<file path="config.mk">
export PLATFORM = sky130hd
export DESIGN_NAME = hamming_secded_engine
export DESIGN_NICKNAME = d
export VERILOG_FILES = /design/src/rtl/secded_pkg.sv /design/src/rtl/secded_codec.sv /design/src/rtl/hamming_secded_engine.sv
export SDC_FILE = /design/constraint.sdc
export NUM_CORES = 1
export LEC_CHECK = 0
export CORE_MARGIN = 2
export CORE_UTILIZATION = 45
export DETAILED_ROUTE_END_ITERATION = 7
export MAX_ROUTING_LAYER = met4
export PLACE_DENSITY = 0.7
export SYNTH_ARGS = -nofsm -noshare
export SYNTH_HDL_FRONTEND = slang
export SYNTH_SLANG_ARGS = --single-unit
</file>
<file path="constraint.sdc">
create_clock -name clk -period 3.65 [get_ports clk]
set_clock_uncertainty 0.15 [all_clocks]
set_input_delay 0.5475 -clock clk [delete_from_list [all_inputs] [get_ports clk]]
set_output_delay 0.5475 -clock clk [all_outputs]
set_load 0.02 [all_outputs]
</file>
<file path="src/rtl/secded_pkg.sv">
// Shared types and Hamming SECDED helpers for the SECDED memory engine.
// Helpers work on MaxCw-wide vectors; the active codeword width is passed at call time.
package secded_pkg;

  localparam int unsigned MaxCw = 32;

  typedef enum logic [2:0] {StIdle, StRd, StCap, StWr, StDone} state_e;
  typedef enum logic {ModeEnc = 1'b0, ModeDec = 1'b1} mode_e;

  function automatic logic is_parity_pos(int unsigned pos);
    return (pos & (pos - 1)) == 0;
  endfunction

  // Data bits fill the non-power-of-two positions; each parity bit covers its index bit.
  function automatic logic [MaxCw-1:0] secded_encode(logic [MaxCw-1:0] data, int unsigned cw);
    logic [MaxCw-1:0] word;
    int unsigned      d;
    word = '0;
    d    = 0;
    for (int unsigned i = 1; i < MaxCw; i++) begin
      if (i < cw && !is_parity_pos(i)) begin
        word[i] = data[d];
        d++;
      end
    end
    for (int unsigned k = 0; k < 5; k++) begin
      for (int unsigned i = 1; i < MaxCw; i++) begin
        if (i < cw && !is_parity_pos(i) && i[k]) begin
          word[1 << k] = word[1 << k] ^ word[i];
        end
      end
    end
    word[0] = ^word[MaxCw-1:1];
    return word;
  endfunction

  function automatic logic [4:0] secded_syndrome(logic [MaxCw-1:0] word, int unsigned cw);
    logic [4:0] syn;
    syn = '0;
    for (int unsigned i = 1; i < MaxCw; i++) begin
      if (i < cw && word[i]) begin
        syn = syn ^ i[4:0];
      end
    end
    return syn;
  endfunction

  function automatic logic [MaxCw-1:0] secded_extract(logic [MaxCw-1:0] word, int unsigned cw);
    logic [MaxCw-1:0] data;
    int unsigned      d;
    data = '0;
    d    = 0;
    for (int unsigned i = 1; i < MaxCw; i++) begin
      if (i < cw && !is_parity_pos(i)) begin
        data[d] = word[i];
        d++;
      end
    end
    return data;
  endfunction

endpackage

</file>
<file path="src/rtl/secded_codec.sv">
// Combinational SECDED codec: encode a data word, or decode/correct a codeword into
// {DED, SEC, zero fill, data}.
module secded_codec
  import secded_pkg::*;
#(
  parameter int unsigned DW = 11,
  parameter int unsigned CW = DW + $clog2(DW + 1) + 1
) (
  input  logic          mode,
  input  logic [CW-1:0] din,
  output logic [CW-1:0] dout,
  output logic          sec,
  output logic          ded
);

  logic [MaxCw-1:0] word;
  logic [MaxCw-1:0] data_in;
  logic [MaxCw-1:0] fixed;
  logic [MaxCw-1:0] ext;
  logic [MaxCw-1:0] res;
  logic [4:0]       syn;
  logic             par;

  always_comb begin
    word          = '0;
    word[CW-1:0]  = din;
    data_in       = '0;
    data_in[DW-1:0] = din[DW-1:0];
    syn           = secded_syndrome(word, CW);
    par           = ^word;
    fixed         = word;
    sec           = 1'b0;
    ded           = 1'b0;
    ext           = '0;
    res           = '0;
    if (mode_e'(mode) == ModeEnc) begin
      res = secded_encode(data_in, CW);
    end else begin
      if (par) begin
        // Odd overall parity: single error; syndrome 0 means only bit 0 flipped.
        sec = 1'b1;
        if (syn != '0) begin
          fixed[syn] = ~fixed[syn];
        end
      end else if (syn != '0) begin
        ded = 1'b1;
      end
      ext             = secded_extract(fixed, CW);
      res[DW-1:0]     = ext[DW-1:0];
      res[CW-1]       = ded;
      res[CW-2]       = sec;
    end
    dout = res[CW-1:0];
  end

  logic unused_bits;
  assign unused_bits = ^{res, ext};

endmodule

</file>
<file path="src/rtl/hamming_secded_engine.sv">
// Memory-to-memory SECDED engine: reads NWORDS words, encodes or decodes/corrects each,
// and writes them to a destination block, counting corrected and uncorrectable words.
module hamming_secded_engine
  import secded_pkg::*;
#(
  parameter int unsigned DW     = 11,
  parameter int unsigned CW     = DW + $clog2(DW + 1) + 1,
  parameter int unsigned NWORDS = 15,
  parameter int unsigned AW     = 8
) (
  input  logic          clk,
  input  logic          reset,
  input  logic          req,
  input  logic          mode,
  input  logic [AW-1:0] src_base,
  input  logic [AW-1:0] dst_base,
  output logic          ack,
  output logic          busy,
  output logic          mem_rd_en,
  output logic          mem_we,
  output logic [AW-1:0] mem_addr,
  input  logic [CW-1:0] mem_rdata,
  output logic [CW-1:0] mem_wdata,
  output logic [7:0]    sec_cnt,
  output logic [7:0]    ded_cnt
);

  localparam logic [7:0] LastIdx = 8'(NWORDS - 1);

  state_e        state_q;
  mode_e         mode_q;
  logic [AW-1:0] src_q;
  logic [AW-1:0] dst_q;
  logic [7:0]    idx_q;
  logic [CW-1:0] result;
  logic          sec;
  logic          ded;

  secded_codec #(
    .DW(DW),
    .CW(CW)
  ) u_codec (
    .mode(mode_q),
    .din (mem_rdata),
    .dout(result),
    .sec (sec),
    .ded (ded)
  );

  always_ff @(posedge clk or posedge reset) begin
    if (reset) begin
      state_q   <= StIdle;
      mode_q    <= ModeEnc;
      src_q     <= '0;
      dst_q     <= '0;
      idx_q     <= '0;
      ack       <= 1'b0;
      busy      <= 1'b0;
      mem_rd_en <= 1'b0;
      mem_we    <= 1'b0;
      mem_addr  <= '0;
      mem_wdata <= '0;
      sec_cnt   <= '0;
      ded_cnt   <= '0;
    end else begin
      unique case (state_q)
        StIdle, StDone: begin
          if (req) begin
            state_q   <= StRd;
            mode_q    <= mode_e'(mode);
            src_q     <= src_base;
            dst_q     <= dst_base;
            idx_q     <= '0;
            ack       <= 1'b0;
            busy      <= 1'b1;
            mem_rd_en <= 1'b1;
            mem_addr  <= src_base;
            if (mode_e'(mode) == ModeDec) begin
              sec_cnt <= '0;
              ded_cnt <= '0;
            end
          end
        end
        StRd: begin
          mem_rd_en <= 1'b0;
          state_q   <= StCap;
        end
        StCap: begin
          // Read data is valid this cycle; the codec output is captured as the write data.
          mem_wdata <= result;
          if (sec && sec_cnt != 8'hFF) sec_cnt <= sec_cnt + 8'd1;
          if (ded && ded_cnt != 8'hFF) ded_cnt <= ded_cnt + 8'd1;
          mem_we    <= 1'b1;
          mem_addr  <= dst_q + AW'(idx_q);
          state_q   <= StWr;
        end
        StWr: begin
          mem_we <= 1'b0;
          if (idx_q == LastIdx) begin
            state_q <= StDone;
            ack     <= 1'b1;
            busy    <= 1'b0;
          end else begin
            idx_q     <= idx_q + 8'd1;
            mem_rd_en <= 1'b1;
            mem_addr  <= src_q + AW'(idx_q + 8'd1);
            state_q   <= StRd;
          end
        end
        default: state_q <= StIdle;
      endcase
    end
  end

endmodule

</file>
# [After elaboration in Yosys (flattened, before gate mapping)]
# Cells that the tools add are included.
[word_totals] regBits=72 input_bits=36 output_inout_bits=44
[classes] add_sub_neg=23 magnitude_cmp=32 eq_ne=13 n_mux=173 bitwise_logic=39 n_reduce_logical=30
[op_table] op="32-bit two-way mux" n=29
[op_table] op="32-bit by 6-bit less-than comparator with 1-bit output (second input constant)" n=20
[op_table] op="32-bit by 1-bit adder with 32-bit output (second input constant)" n=18
[op_table] op="32-bit bitwise mux" n=11
[op_table] op="32-bit by 1-bit >= comparator with 1-bit output (second input constant)" n=10
[op_table] op="1-bit two-way mux" n=72
[op_table] op="8-bit two-way mux" n=8
[op_table] op="1-bit binary-select mux with 5-bit select" n=11
[op_table] op="1-bit demux with 5-bit select" n=11
[op_table] op="16-bit two-way mux" n=3
[op_table] op="8-bit case mux with 2 select lines" n=3
[op_table] op="4-bit two-way mux" n=8
[op_table] op="32-bit parity" n=1
[op_table] op="31-bit parity" n=1
[op_table] op="8-bit by 1-bit adder with 8-bit output (second input constant)" n=3
[op_table] op="8-bit case mux with 3 select lines" n=1
[op_table] op="1-bit XOR" n=24
[op_table] op="3-bit two-way mux" n=7
[op_table] op="8-bit adder" n=2
[op_table] op="8-bit inequality test (second input constant)" n=2
[op_table] op="1-bit logical AND" n=13
[op_table] op="2-bit inequality test (second input constant)" n=6
[op_table] op="2-bit NOT" n=6
[op_table] op="3-bit NOT" n=4
[op_table] op="other kinds (22)" n=36

# [Longest topological paths before layout]
[logic_depth] ltp_word=55 ltp_mapped=11 depth_no_buf=11

# [Cells and area by module]
# Synthesis repeated with hierarchy kept, for this count alone.
[unflattened] hier_cells=531 area_unflattened_um2=4912.2
[by_module_without_submodules] module="hamming_secded_engine" instances=1 cells_each=391 area_per_inst_um2=3804.9 seq_area_each_um2=1801.7
[by_module_without_submodules] module="secded_codec" instances=1 cells_each=140 area_per_inst_um2=1107.3 seq_area_each_um2=0.0

# [Worst setup path after synthesis]
# OpenSTA, ideal clock, no wires.
[synth_path] path_kind="in2reg" from="input port mem_rdata[3]" to="register ded_cnt[3]" t_arrival_ps=2841 setup_slack_ps=593 path_stages=8 cell_sequence="buf_4 > xnor3_1 > xnor3_2 > xnor2_2 > a22o_1 > a2111o_1 > or4_1 > nand2_1"
[synth_between] elab_chain_len=26 elab_cells_between_ends=30 cone_classes="1 x eq/ne; 16 x mux; 9 x bitwise; 4 x reduce/logical"
[synth_rtl] item="from (decl)" line="hamming_secded_engine.sv:22" rtl="input logic [CW-1:0] mem_rdata,"
[synth_rtl] item="2-bit two-way mux" line="secded_pkg.sv:41" rtl="if (i < cw && word[i]) begin"
[synth_rtl] item="3-bit two-way mux" line="secded_pkg.sv:41"
[synth_rtl] item="2-bit NOT (no line) / 3-bit two-way mux (equally long branches)"
[synth_rtl] item="3-bit two-way mux / 2-bit NOT (equally long branches)"
[synth_rtl] item="3-bit two-way mux" line="secded_pkg.sv:41"
[synth_rtl] item="3-bit NOT (no line)"
[synth_rtl] item="3-bit two-way mux" line="secded_pkg.sv:41"
[synth_rtl] item="4-bit two-way mux" line="secded_pkg.sv:41"
[synth_rtl] item="[... 10 more ...]"
[synth_rtl] item="4-bit two-way mux" line="secded_pkg.sv:41"
[synth_rtl] item="5-bit nonzero test" line="secded_codec.sv:45" rtl="end else if (syn != '0) begin"
[synth_rtl] item="1-bit two-way mux" line="secded_codec.sv:45"
[synth_rtl] item="1-bit two-way mux *" line="secded_codec.sv:39" rtl="if (par) begin"
[synth_rtl] item="1-bit two-way mux *" line="secded_codec.sv:36" rtl="if (mode_e'(mode) == ModeEnc) begin"
[synth_rtl] item="1-bit logical AND *" line="hamming_secded_engine.sv:92" rtl="if (ded && ded_cnt != 8'hFF) ded_cnt <= ded_cnt + 8'd1;"
[synth_rtl] item="2-bit inequality test (no line) *"
[synth_rtl] item="4-bit AND reduction (no line) *"
[synth_rtl] item="to (signal assigned)" line="hamming_secded_engine.sv:92"
[synth_rtl] item="to (decl)" line="hamming_secded_engine.sv:25" rtl="output logic [7:0] ded_cnt"
# Every way passes the cells marked *; elsewhere a longest branch is shown, timed or not.
# A chain may end at the register's enable or synchronous reset.

# [Worst setup path in the final report]
[layout_path] from="register idx_q[1]" to="register mem_addr[6]"
[layout_between] elab_chain_len=4 elab_cells_between_ends=8 cone_classes="3 x add/sub; 2 x eq/ne; 2 x mux; 1 x reduce/logical"
[layout_rtl] item="from (decl)" line="hamming_secded_engine.sv:34" rtl="logic [7:0] idx_q;"
[layout_rtl] item="from (signal assigned)" line="hamming_secded_engine.sv:104" rtl="idx_q <= idx_q + 8'd1;"
[layout_rtl] item="8-bit by 1-bit adder with 8-bit output" line="hamming_secded_engine.sv:106" rtl="mem_addr <= src_q + AW'(idx_q + 8'd1);"
[layout_rtl] item="8-bit adder" line="hamming_secded_engine.sv:106"
[layout_rtl] item="8-bit two-way mux" line="hamming_secded_engine.sv:99" rtl="if (idx_q == LastIdx) begin"
[layout_rtl] item="8-bit case mux with 3 select lines" line="hamming_secded_engine.sv:66" rtl="unique case (state_q)"
[layout_rtl] item="to (signal assigned)" line="hamming_secded_engine.sv:77" rtl="mem_addr <= src_base;"
[layout_rtl] item="to (signal assigned)" line="hamming_secded_engine.sv:94" rtl="mem_addr <= dst_q + AW'(idx_q);"
[layout_rtl] item="to (signal assigned)" line="hamming_secded_engine.sv:106"
[layout_rtl] item="to (decl)" line="hamming_secded_engine.sv:21" rtl="output logic [AW-1:0] mem_addr,"
# Several ways; a longest one is shown, not always the timed one. The select of a mux whose other input is x is not followed.

==> impl_metrics.toml <==
[pwr]
ir_drop_mv = 0.336
power_mw = 4.66
leakage_nw = 2.59
power_density_nw_per_um2 = 799

[layout]
n_antenna_cell = 0
fill_cells = 850
design_area_um2 = 5830
fin_nets = 661
area_growth_pct = 26.2
fin_cells = 743
drive_gt1_frac = 0.0738

[timing]
max_freq_mhz = 303
timing.final.crit_period_ns = 3.31
drv_slew = 0
tightest_slew_ns = 1.18
setup_viol_count_final = 0
fin_setup_tns_ns = 0
rsz0062_at_grt = "false"
hold_slack_ns = 0.331
hold_viol_final = 0
slew_headroom = 0.215
finalCritPeriodShare = 0.906

[job]
cap_viol_max_count = 0

[yosys]
async_flop_share = 1.00
yosys_register_bits = 72
yosysSeqAreaShare = 0.390
synth_area_um2 = 4620
synth_cells = 520
postSynthAreaPerCell_um2 = 8.88
synth_flop_cell = "dfrtp_1"
synth_edf_count = 0
ys_types = 55
syn-num-nets = 576
yosysWarnings = 0

[setup_path]
critPathCaptureType = "flop"
arrival_ns = 3.34
cp.buffers_inverters = 0
cp_slowest_stage_delay_ns = 0.60
crit_type = "reg2reg"
cp-start-kind = "flop"
cp_slowest_cell = "or4b_2"
path_max_fanout = 7
cp.required_ns = 3.69
cpLargestDelayFamily = "compound AO/OA/AOI/OAI gates"
cpMostUsedCell = "ha_1"
crit_chain = "ha_1 -> xor2_1 -> ha_1 -> nor2b_1 -> o21ai_0 -> a21boi_0 -> o21a_1 -> or4b_2 -> a31oi_1 -> o31ai_1"

[place]
dp_hpwl_mm = 8.96
dp.cells = 727
place_congestion = 0.937
placed_area_um2 = 5620
io_buffer_count = 79

[detailed_routing]
routedWlPerCell_um = 16.0
drtIter0Drc = 198
routed_wl_mm = 11.9
vias = 4004
detail-route-antenna-nets = 0
drc = 0
detail_route.vias_per_cell = 5.39
first_pass_iters = 5

[global_routing]
grt_max_degree = 30
grt_overflow = 0
use_met1 = 0.325
grt_pass1_wl_mm = 19.9
met3_usage = 0.0346
grt_busiest_layer = "met2"
use_met2 = 0.345
grt_antenna_before_repair = 0
grt_pass1_vias = 3993
grt_util_all_layers = 0.231

[clocking]
path_clk_slew_ns = 0.08
cts_resized = 0
hold_buffers = 0
cts_root_buf = "clkbuf_8"
cts_sinks = 72
clk_latency_ns = 0.35
postCtsSetupRepairBufs = 0
htreeDepth = 3
tritoncts = "done"
numCtsBuffers = 9
cts_buffer_depth = 2

[die]
dieArea_um2 = 11100
die_w_um = 105
core_um2 = 9860
start_util = 0.468
io_pins = 80
rows = 36
chipHeight_um = 105

[hold_path]
min_path_type = "reg2reg"

[status]
status = "complete, no violations"
[Yosys cell counts, types with 4 or more instances]
cell,instances,share of area
a211oi_1,11,0.018
nand3_1,14,0.015
nor3_1,5,0.0054
a31oi_1,7,0.0095
a21oi_1,19,0.021
o22ai_1,4,0.0054
ha_1,18,0.049
inv_1,15,0.012
o21ai_0,37,0.040
dfrtp_1,72,0.39
nor2_1,35,0.028
xnor2_1,45,0.085
xor2_1,15,0.028
and2_1,4,0.0054
and3_1,11,0.015
nand2b_1,5,0.0068
nand4_1,6,0.0081
clkbuf_1,16,0.013
a21o_1,4,0.0065
a31o_2,4,0.0076
nor2b_1,7,0.0095
nand2_1,103,0.084
xnor3_1,4,0.020
mux2i_1,8,0.017
[power by group]
part           switching [mW]  leakage (nW)  internal, mW
logic                    1.42          1.58          1.12
clock network           0.316         0.109         0.372
registers               0.300         0.905          1.13
[flip-flops by register name, summed over array words and instances, names as in the netlist, 3 cells and up]
register   count
mem_wdata     16
idx_q          8
dst_q          8
src_q          8
mem_addr       8
ded_cnt        8
state_q        3
sec_cnt        8
[kinds of logic (layout without fill, tap and decap cells)]
family / after synthesis / in the layout / share of synthesized area
xor gates and xnor gates: 68 / 68 / 0.149
buffers and inverters: 38 / 128 / 0.0322
DFF: 72 / 72 / 0.390
and+or+nand+nor: 200 / 200 / 0.193
AOI/OAI and AO/OA: 114 / 114 / 0.161
muxes: 8 / 8 / 0.0173
adders and majority gates: 20 / 20 / 0.0574
[stage by stage]
step | util | setup slack, ns
finish | 0.591 | 0.345
global route | 0.591 | 0.119
CTS | 0.591 | 0.362
detailed placement | 0.569 | 0.0735
global placement | 0.569 | 0.160
floorplan | - | 0.593
[worst paths after layout]
| kind | slack (ns) | end | depth (start not counted) | startpoint |
|---|---|---|---|---|
| setup / recovery | 0.34 | mem_addr[6] | 10 | idx_q[1] |
| hold / removal | 0.33 | mem_wdata[11] | 2 | mem_wdata[11] |
| setup reg to reg | 0.34 | mem_addr[6] | 10 | idx_q[1] |
| hold reg to reg | 0.33 | mem_wdata[11] | 2 | mem_wdata[11] |
| max in group asynchronous | 2.23 | mem_addr[2] | 3 | reset |
| min in group asynchronous | 0.37 | src_q[7] | 2 | reset |
[cells in the final DEF, fill, tap and decap left out, types with 5 or more instances in the layout]
cell type        count
nand2_1            103
clkdlybuf4s50_1     79
dfrtp_1             72
xnor2_1             45
o21ai_0             37
nor2_1              35
a21oi_1             19
ha_1                18
buf_4               17
xor2_1              15
inv_1               14
nand3_1             14
clkbuf_8            12
a211oi_1            11
and3_1              11
mux2i_1              8
nor2b_1              7
a31oi_1              7
nand4_1              6
nand2b_1             5
nor3_1               5
[routing by layer]
metal  wire [µm]  share of wire  vias up
met2        5360           0.45      114
li1            -              -     1974
met4         176          0.015        0
met3         538          0.045       12
met1        5830           0.49     1904
met5           0              0        -
[worst min-delay path, delay by kind of cell (launching register included)]
kind | cells | cell delay (ns)
AOI/OAI and AO/OA | 1 | 0.06
and+or+nand+nor | 1 | 0.04
DFF | 1 | 0.35
[area by class of cell]
type	instances	area, µm²	area share
clock buffers	12	165	0.0283
clock inverters	4	51.3	0.00880
inverters	16	60.1	0.0103
multi-input cells	410	2670	0.458
flip-flops and latches	72	1800	0.309
well taps	133	166	0.0285
repair buffers	96	918	0.157
Power figures use the tool's default switching activity.
